===== src/rtl/bus_pkg.sv =====
// Shared bus definitions: arbiter state encodings, default bus widths and
// the slave address map decoded on addr[7:5].
package bus_pkg;

  typedef enum logic [1:0] {
    IDLE   = 2'b00,
    GNT_M0 = 2'b01,
    GNT_M1 = 2'b10
  } arb_state_e;

  localparam int ADDR_W_DEF = 8;
  localparam int DATA_W_DEF = 32;

  // Slave regions selected by address bits [7:5]
  localparam logic [2:0] S0_BASE = 3'b000;  // 0x00-0x1F
  localparam logic [2:0] S1_BASE = 3'b001;  // 0x20-0x3F

endpackage


===== src/rtl/bus_mux2.sv =====
// Master-side 2:1 mux of {wr, address, data}. sel is one-hot:
// sel[0] selects input a, sel[1] selects input b, sel=0 drives all zero.
module bus_mux2 #(
  parameter int ADDR_W = 8,
  parameter int DATA_W = 32
) (
  input  logic [1:0]        sel,
  input  logic              a_wr,
  input  logic [ADDR_W-1:0] a_address,
  input  logic [DATA_W-1:0] a_data,
  input  logic              b_wr,
  input  logic [ADDR_W-1:0] b_address,
  input  logic [DATA_W-1:0] b_data,
  output logic              y_wr,
  output logic [ADDR_W-1:0] y_address,
  output logic [DATA_W-1:0] y_data
);

  // AND-OR select so an idle bus (sel=0) reads back as all zero
  always_comb begin
    y_wr      = (sel[0] & a_wr) | (sel[1] & b_wr);
    y_address = ({ADDR_W{sel[0]}} & a_address) | ({ADDR_W{sel[1]}} & b_address);
    y_data    = ({DATA_W{sel[0]}} & a_data)    | ({DATA_W{sel[1]}} & b_data);
  end

endmodule


===== src/rtl/bus_arbiter.sv =====
// Two-master bus arbiter with Moore grants and the master-side mux.
// Default build: fixed priority (M0 wins ties), owner keeps the bus until it
// drops its request. With BUS_ARB_FAIR_EN defined: ties go to the master not
// granted last, and an owner is preempted after MAX_HOLD cycles of contention.
module bus_arbiter
  import bus_pkg::*;
#(
  parameter int ADDR_W   = ADDR_W_DEF,
  parameter int DATA_W   = DATA_W_DEF,
  parameter int MAX_HOLD = 8
) (
  input  logic              clk,
  input  logic              reset_n,
  input  logic              M0_req,
  input  logic              M0_wr,
  input  logic [ADDR_W-1:0] M0_address,
  input  logic [DATA_W-1:0] M0_dout,
  input  logic              M1_req,
  input  logic              M1_wr,
  input  logic [ADDR_W-1:0] M1_address,
  input  logic [DATA_W-1:0] M1_dout,
  output logic              M0_grant,
  output logic              M1_grant,
  output logic              S_wr,
  output logic [ADDR_W-1:0] S_address,
  output logic [DATA_W-1:0] S_din
);

  if (MAX_HOLD < 2) begin : g_bad_hold
    $error("bus_arbiter: MAX_HOLD must be >= 2");
  end

  arb_state_e state_q, state_d;
  logic       tie_to_m1;
  logic       preempt;

`ifdef BUS_ARB_FAIR_EN
  localparam int                HOLD_W   = $clog2(MAX_HOLD);
  localparam logic [HOLD_W-1:0] HOLD_MAX = HOLD_W'(MAX_HOLD - 1);

  logic              last_m1_q, last_m1_d;   // 1: last grant went to M1
  logic [HOLD_W-1:0] hold_cnt_q, hold_cnt_d;

  // Round-robin tie break and contention preemption
  always_comb begin
    tie_to_m1 = ~last_m1_q;
    preempt   = M0_req & M1_req & (hold_cnt_q == HOLD_MAX);
  end

  // last_grant tracks grant entries; hold_cnt restarts on every state change
  always_comb begin
    last_m1_d  = last_m1_q;
    hold_cnt_d = hold_cnt_q;
    if (state_d != state_q) begin
      hold_cnt_d = '0;
      if (state_d == GNT_M0) last_m1_d = 1'b0;
      if (state_d == GNT_M1) last_m1_d = 1'b1;
    end else if (hold_cnt_q != HOLD_MAX) begin
      hold_cnt_d = hold_cnt_q + 1'b1;
    end
  end

  // Fairness state registers; reset leaves M1 as the last owner
  always_ff @(posedge clk) begin
    if (!reset_n) begin
      last_m1_q  <= 1'b1;
      hold_cnt_q <= '0;
    end else begin
      last_m1_q  <= last_m1_d;
      hold_cnt_q <= hold_cnt_d;
    end
  end
`else
  // Fixed priority, no preemption
  always_comb begin
    tie_to_m1 = 1'b0;
    preempt   = 1'b0;
  end
`endif

  // Next-state logic; a dropping owner hands over directly, no idle bubble
  always_comb begin
    state_d = state_q;
    case (state_q)
      IDLE: begin
        if (M0_req && M1_req) state_d = tie_to_m1 ? GNT_M1 : GNT_M0;
        else if (M0_req)      state_d = GNT_M0;
        else if (M1_req)      state_d = GNT_M1;
      end
      GNT_M0: begin
        if (!M0_req)      state_d = M1_req ? GNT_M1 : IDLE;
        else if (preempt) state_d = GNT_M1;
      end
      GNT_M1: begin
        if (!M1_req)      state_d = M0_req ? GNT_M0 : IDLE;
        else if (preempt) state_d = GNT_M0;
      end
      default: state_d = IDLE;
    endcase
  end

  // State register; reset returns the bus to IDLE even mid-transfer
  always_ff @(posedge clk) begin
    if (!reset_n) state_q <= IDLE;
    else          state_q <= state_d;
  end

  // Moore grants decoded straight from state, mutually exclusive by encoding
  always_comb begin
    M0_grant = (state_q == GNT_M0);
    M1_grant = (state_q == GNT_M1);
  end

  bus_mux2 #(
    .ADDR_W (ADDR_W),
    .DATA_W (DATA_W)
  ) u_mux (
    .sel       ({M1_grant, M0_grant}),
    .a_wr      (M0_wr),
    .a_address (M0_address),
    .a_data    (M0_dout),
    .b_wr      (M1_wr),
    .b_address (M1_address),
    .b_data    (M1_dout),
    .y_wr      (S_wr),
    .y_address (S_address),
    .y_data    (S_din)
  );

endmodule


===== config.mk =====
export PLATFORM = sky130hd
export DESIGN_NAME = bus_arbiter
export DESIGN_NICKNAME = d
export VERILOG_FILES = /design/src/rtl/bus_pkg.sv /design/src/rtl/bus_mux2.sv /design/src/rtl/bus_arbiter.sv
export SDC_FILE = /design/constraint.sdc
export NUM_CORES = 1
export LEC_CHECK = 0
export BUFFER_PORTS_ARGS = -buffer_cell sky130_fd_sc_hd__buf_2
export CAP_MARGIN = 10
export CORE_MARGIN = 2
export CORE_UTILIZATION = 24
export CTS_BUF_LIST = sky130_fd_sc_hd__clkbuf_4 sky130_fd_sc_hd__clkbuf_8
export CTS_CLUSTER_DIAMETER = 80
export DETAILED_ROUTE_END_ITERATION = 12
export PLACE_DENSITY_LB_ADDON = 0.3
export SKIP_LAST_GASP = 1
export SYNTH_ARGS = -nofsm -noshare
export SYNTH_HDL_FRONTEND = slang
export SYNTH_SLANG_ARGS = --single-unit

===== constraint.sdc =====
create_clock -name clk -period 3 [get_ports clk]
set_input_delay 0.6 -clock clk [delete_from_list [all_inputs] [get_ports clk]]
set_output_delay 0.6 -clock clk [all_outputs]
set_load 0.05 [all_outputs]

# After elaboration in Yosys (flattened, before gate mapping)
# Index checks and enable logic that the tools add are counted.
[op_classes]
n_eq_ne = 5
mux = 8
n_bitwise = 9
reduce_logical = 3
[ops]
columns = ["operator", "count"]
rows = [
  ["bitwise AND 32 bit", 2],
  ["OR 32 bit", 1],
  ["bitwise AND 8 bit", 2],
  ["2-to-1 mux 2 bit", 6],
  ["OR 8 bit", 1],
  ["case mux 2 bit (3 select lines)", 1],
  ["inequality test 2 bit, second input constant", 2],
  ["inequality test 4 bit, second input constant", 1],
  ["AND reduction 3 bit", 1],
  ["bitwise AND 1 bit", 2],
  ["== test 2 x 1 -> 1 bit, second input constant", 1],
  ["== test 2 bit, second input constant", 1],
  ["logical NOT 2 bit", 1],
  ["logical AND 1 bit", 1],
  ["2-to-1 mux 1 bit", 1],
  ["OR 1 bit", 1],
]
[totals]
reg_bits = 2
in_bits = 86
word_cells = 26

# Longest topological paths before layout
[depth]
depth_word = 4
ltp_mapped = 4

# Modules after synthesis
# A second synthesis with hierarchy kept.
[hier_totals]
cells_unflattened = 59
area_unflattened_um2 = 555.5
[by_module_without_submodules]
columns = ["mod", "instances", "cells_each", "area_per_inst_um2", "seq_area_each_um2"]
rows = [
  ["bus_mux2", 1, 51, 467.9, 0.0],
  ["bus_arbiter", 1, 8, 87.6, 40.0],
]

# Worst setup path before layout
# No wires, ideal clock.
[synth_timing]
kind = "flip-flop to output port"
startpoint = "register state_q[0]"
endpoint = "output port S_address[0]"
t_arrival_ns = 1.385
required_ns = 2.400
setup_slack_ns = 1.015
path_stages_with_launch = 5
path_buffers = 2
cell_sequence = "dfxtp_1 > nor2b_1 > buf_2 > buf_2 > a22o_1"
[synth_via]
elab_chain_cells = 3
elab_cells_between_ends = 5
classes_between = "2 x eq/ne; 3 x bitwise"
[synth_lines]
columns = ["element", "line_no", "source"]
rows = [
  ["start: declaration", "bus_arbiter.sv:33", "arb_state_e state_q, state_d;"],
  ["start signal: assignment", "bus_arbiter.sv:105", "else state_q <= state_d;"],
  ["== test 2 x 1 -> 1 bit", "bus_arbiter.sv:110", "M0_grant = (state_q == GNT_M0);"],
  ["via M0_grant", "bus_arbiter.sv:22", "output logic M0_grant,"],
  ["bitwise AND 8 bit", "bus_mux2.sv:22", "y_address = ({ADDR_W{sel[0]}} & a_address) | ({ADDR_W{sel[1]}} & b_address);"],
  ["OR 8 bit", "bus_mux2.sv:22", ""],
  ["end: declaration", "bus_arbiter.sv:25", "output logic [ADDR_W-1:0] S_address,"],
]
# The timed path passes the listed nets, and every way through them passes these cells.

# Worst setup path after layout
[layout_timing]
startpoint = "register state_q[1]"
endpoint = "output port S_din[1]"
[layout_via]
elab_chain_cells = 3
elab_cells_between_ends = 5
classes_between = "2 x eq/ne; 3 x bitwise"
[layout_lines]
columns = ["element", "line_no", "source"]
rows = [
  ["== test 2 x 1 -> 1 bit / == test 2 bit (equally long branches)", "bus_arbiter.sv:110, bus_arbiter.sv:111", ""],
  ["bitwise AND 32 bit", "bus_mux2.sv:23", "y_data = ({DATA_W{sel[0]}} & a_data) | ({DATA_W{sel[1]}} & b_data);"],
  ["OR 32 bit *", "bus_mux2.sv:23", ""],
  ["end: declaration", "bus_arbiter.sv:26", "output logic [DATA_W-1:0] S_din"],
]
# Mark *: on every way between the ends. The rest lies on a longest branch, timed or not.

==> run_results.csv <==
group,metric,value,unit
status,status,"completed",
layout,drive_above_1_share,74.46,%
drt,wl_per_cell,13.34,um
clock_network,cts.sinks,2,
hold_path,hold_end,"state_q[0]$_SDFFE_PN0P_",
hold_path,whs_path_depth,2,
setup_path,critPathKind,"reg -> out",
global_routing,grt_pass1_vias,915,
layout,multi_input_area,401.6,um2
die,die_area,2557,um2
sta,period_needed,2.099,ns
drt,firstDrtPassIters,5,
drt,routed_wl,2.814,mm
layout,top_regs,"state_q (2)",
setup_path,start_kind,"flip-flop",
clock_network,cts_inserted_buffers,3,
logic_synthesis,ys_seq_elements,2,
setup_path,critPathRequiredTime,2.40,ns
sta,rsz0062_at_grt,"false",
clock_network,cts-resized-gates,0,
layout,n_antenna_cell,0,
clock_network,cts_root_buf,"clkbuf_4",
drt,viasPerCell,4.986,
logic_synthesis,yosysMostFrequentCell,"a22o_1",
logic_synthesis,synthTopCellsByArea,"a22o_1, buf_6, dfxtp_1, buf_2, nor2b_1",
drt,drt_iter0_drc,21,
global_routing,gr-total-overflow,0,
clock_network,clkTransAtPathRegs,0.03,ns
place,pre_cts_slack,1.132,ns
logic_synthesis,yosysSeqAreaShare,7.692,%
global_routing,grt_max_degree,28,
clock_network,cts_buffer_depth,2,
layout,ff_latch_area,40.04,um2
place,portBuffers,128,
logic_synthesis,synthesis.nets,145,
pwr,peakVddDrop,0.0002212,V
setup_path,critPathMaxFanout,27,
sta,relSlewSlack,82.26,%
hold_path,hp-start,"state_q[1]$_SDFFE_PN0P_",
logic_synthesis,synth.avg_cell_area,8.822,um2
logic_synthesis,netlist_instances,59,
clock_network,h-tree-depth,1,
die,start_util,26.00,%
setup_path,rrSetupSlack,2.00,ns
logic_synthesis,yosysWarnings,0,
sta,fin_tns_setup,0,ns
pwr,p_int,0.0001647,W
layout,largest_register,"state_q",
logic_synthesis,synth_top_area_share,68.99,%
clock_network,cts_tree,"yes",
clock_network,clkLatencyLatePin,0.22,ns
setup_path,crit_arrival,1.50,ns
sta,slew_violations,0,
pwr,p_comb_share,76.0,%
sta,worst_slack,0.9006,ns
setup_path,path_cells,"nor2b_2 > buf_4 > a22o_1 > buf_2",
sta,fmax,476.3,MHz
layout,area_delta_synth_final,124.5,%
die,fp.dieH,50.57,um
pwr,cellPowerDensity,311.6,nW/um2
setup_path,cp.buffers_inverters,2,
hold_path,hold_path.class,"reg -> reg",
die,row_count,16,
global_routing,grt_first_pass_wirelength,3.753,mm
setup_path,reg2reg_depth,3,
pwr,swShare,54.76,%
layout,nFillCells,193,
global_routing,grtUsageTotal,18.73,%
drt,via_count,1052,
pwr,clockPowerShare,15.9,%
die,fp.dieW,50.57,um
logic_synthesis,ys_types,10,
setup_path,crit_path_top_delay_cell,"dfxtp_1",
setup_path,r2r_end,"state_q[1]$_SDFFE_PN0P_",
logic_synthesis,ys_async_sr_fraction,0,%
setup_path,worst_setup_path_end_kind,"output pin",
logic_synthesis,synth_area_leader_cell,"a22o_1",
pwr,pwr-share-seq,8.1,%
clock_network,holdBufCountCts,0,
flow_run,maxCapViolations,0,
drt,postRouteAntennaNets,0,
sta,finClkSkew,0.001871,ns
layout,final_cells,211,
layout,final_net_count,272,
setup_path,crit_family,"buffers and inverters",
logic_synthesis,synthFlopType,"dfxtp_1",
sta,worst_pin_slew,0.2662,ns
sta,setup_violations,0,
place,dp_hpwl,2.313,mm
global_routing,antenna_found_initial,0,
clock_network,postCtsSetupRepairBufs,0,
setup_path,r2r-start,"state_q[1]$_SDFFE_PN0P_",
sta,fin_crit_sh,69.98,%
pwr,power_leakage,0.7858,nW
pwr,netSwitchingPower,0.0001994,W
die,num_io_pins,129,
logic_synthesis,synth_area,520.5,um2
drt,drc,0,
setup_path,max_stage_delay,0.36,ns
sta,timing.hold.ws,0.5771,ns
logic_synthesis,synth_edf_count,0,
sta,finalHoldViolations,0,
die,core_area,2002,um2
place,placed_cells_incl_taps,208,
logic_synthesis,synth_common_cells,"a22o_1, buf_6, buf_2, dfxtp_1, nor2b_1",
layout,largest_reg_flops,2,
place,gp_congestion,0.6905,
## power by group through the flow
stage / clock (W) / combinational, W / sequential (W)
final: 0.0000581 / 0.000277 / 0.0000295
after global routing: 0.0000673 / 0.000291 / 0.0000296
after CTS: 0.0000613 / 0.000277 / 0.0000295
after detailed placement: 0 / 0.000277 / 0.0000298
after global placement: 0 / 0.000274 / 0.0000297
after floorplan: 0 / 0.000189 / 0.0000294
## layer usage
metal	up-vias	part of all wire [%]	global-route usage, %
met1	468	33	17.08
met5	-	0	0
met3	6	14	6.250
li1	503	-	-
met2	75	52	37.72
met4	0	1.1	6.306
## placed cells by master, fill, tap and decap left out
cell type / count
o211a_1: 1
dfxtp_1: 2
o21ai_0: 1
and3_1: 1
buf_2: 128
clkbuf_4: 3
nor2b_2: 2
nor2_1: 1
buf_4: 4
a22o_1: 41
## metrics by stage
step	area, um2	util (%)	power [W]
after detailed placement	1146	57.25	0.0003066
after global placement	1146	57.25	0.0003035
after CTS	1169	58.38	0.0003681
after floorplan	520.5	-	0.0002187
after global routing	1169	58.38	0.0003878
final	1169	58.38	0.0003641
## logic make-up (layout without fill, tap and decap cells)
| kind of cell | count (synthesis) | count (layout) | share of synthesized area, % |
|---|---|---|---|
| buf+inv | 10 | 135 | 16.11 |
| simple gates | 4 | 4 | 4.327 |
| flops | 2 | 2 | 7.693 |
| compound gates | 43 | 43 | 71.87 |
## worst max-delay path by stage
stage | end | start | slack (ns) | cells after the start
finish | S_din[1] | state_q[1]$_SDFFE_PN0P_ | 0.90 | 4
CTS | S_din[15] | state_q[1]$_SDFFE_PN0P_ | 0.89 | 4
detailed placement | S_din[15] | state_q[1]$_SDFFE_PN0P_ | 1.13 | 4
global route | S_din[6] | state_q[1]$_SDFFE_PN0P_ | 0.80 | 4
global placement | S_din[15] | state_q[1]$_SDFFE_PN0P_ | 1.17 | 4
floorplan | S_address[0] | state_q[0]$_SDFFE_PN0P_ | 1.02 | 4
## layout make-up
class	count	share of cell area, %
clock buffer	3	1.927
timing repair buffer	132	57.39
tap	27	2.891
multi-input combinational	47	34.37
sequential	2	3.426
## worst reg2reg max path: stages (launching register included)
cell	delay, ns
dfxtp_1	0.32
nor2b_2	0.16
buf_4	0.18
o211a_1	0.23
Note: power is estimated with default switching activity, not from simulation.
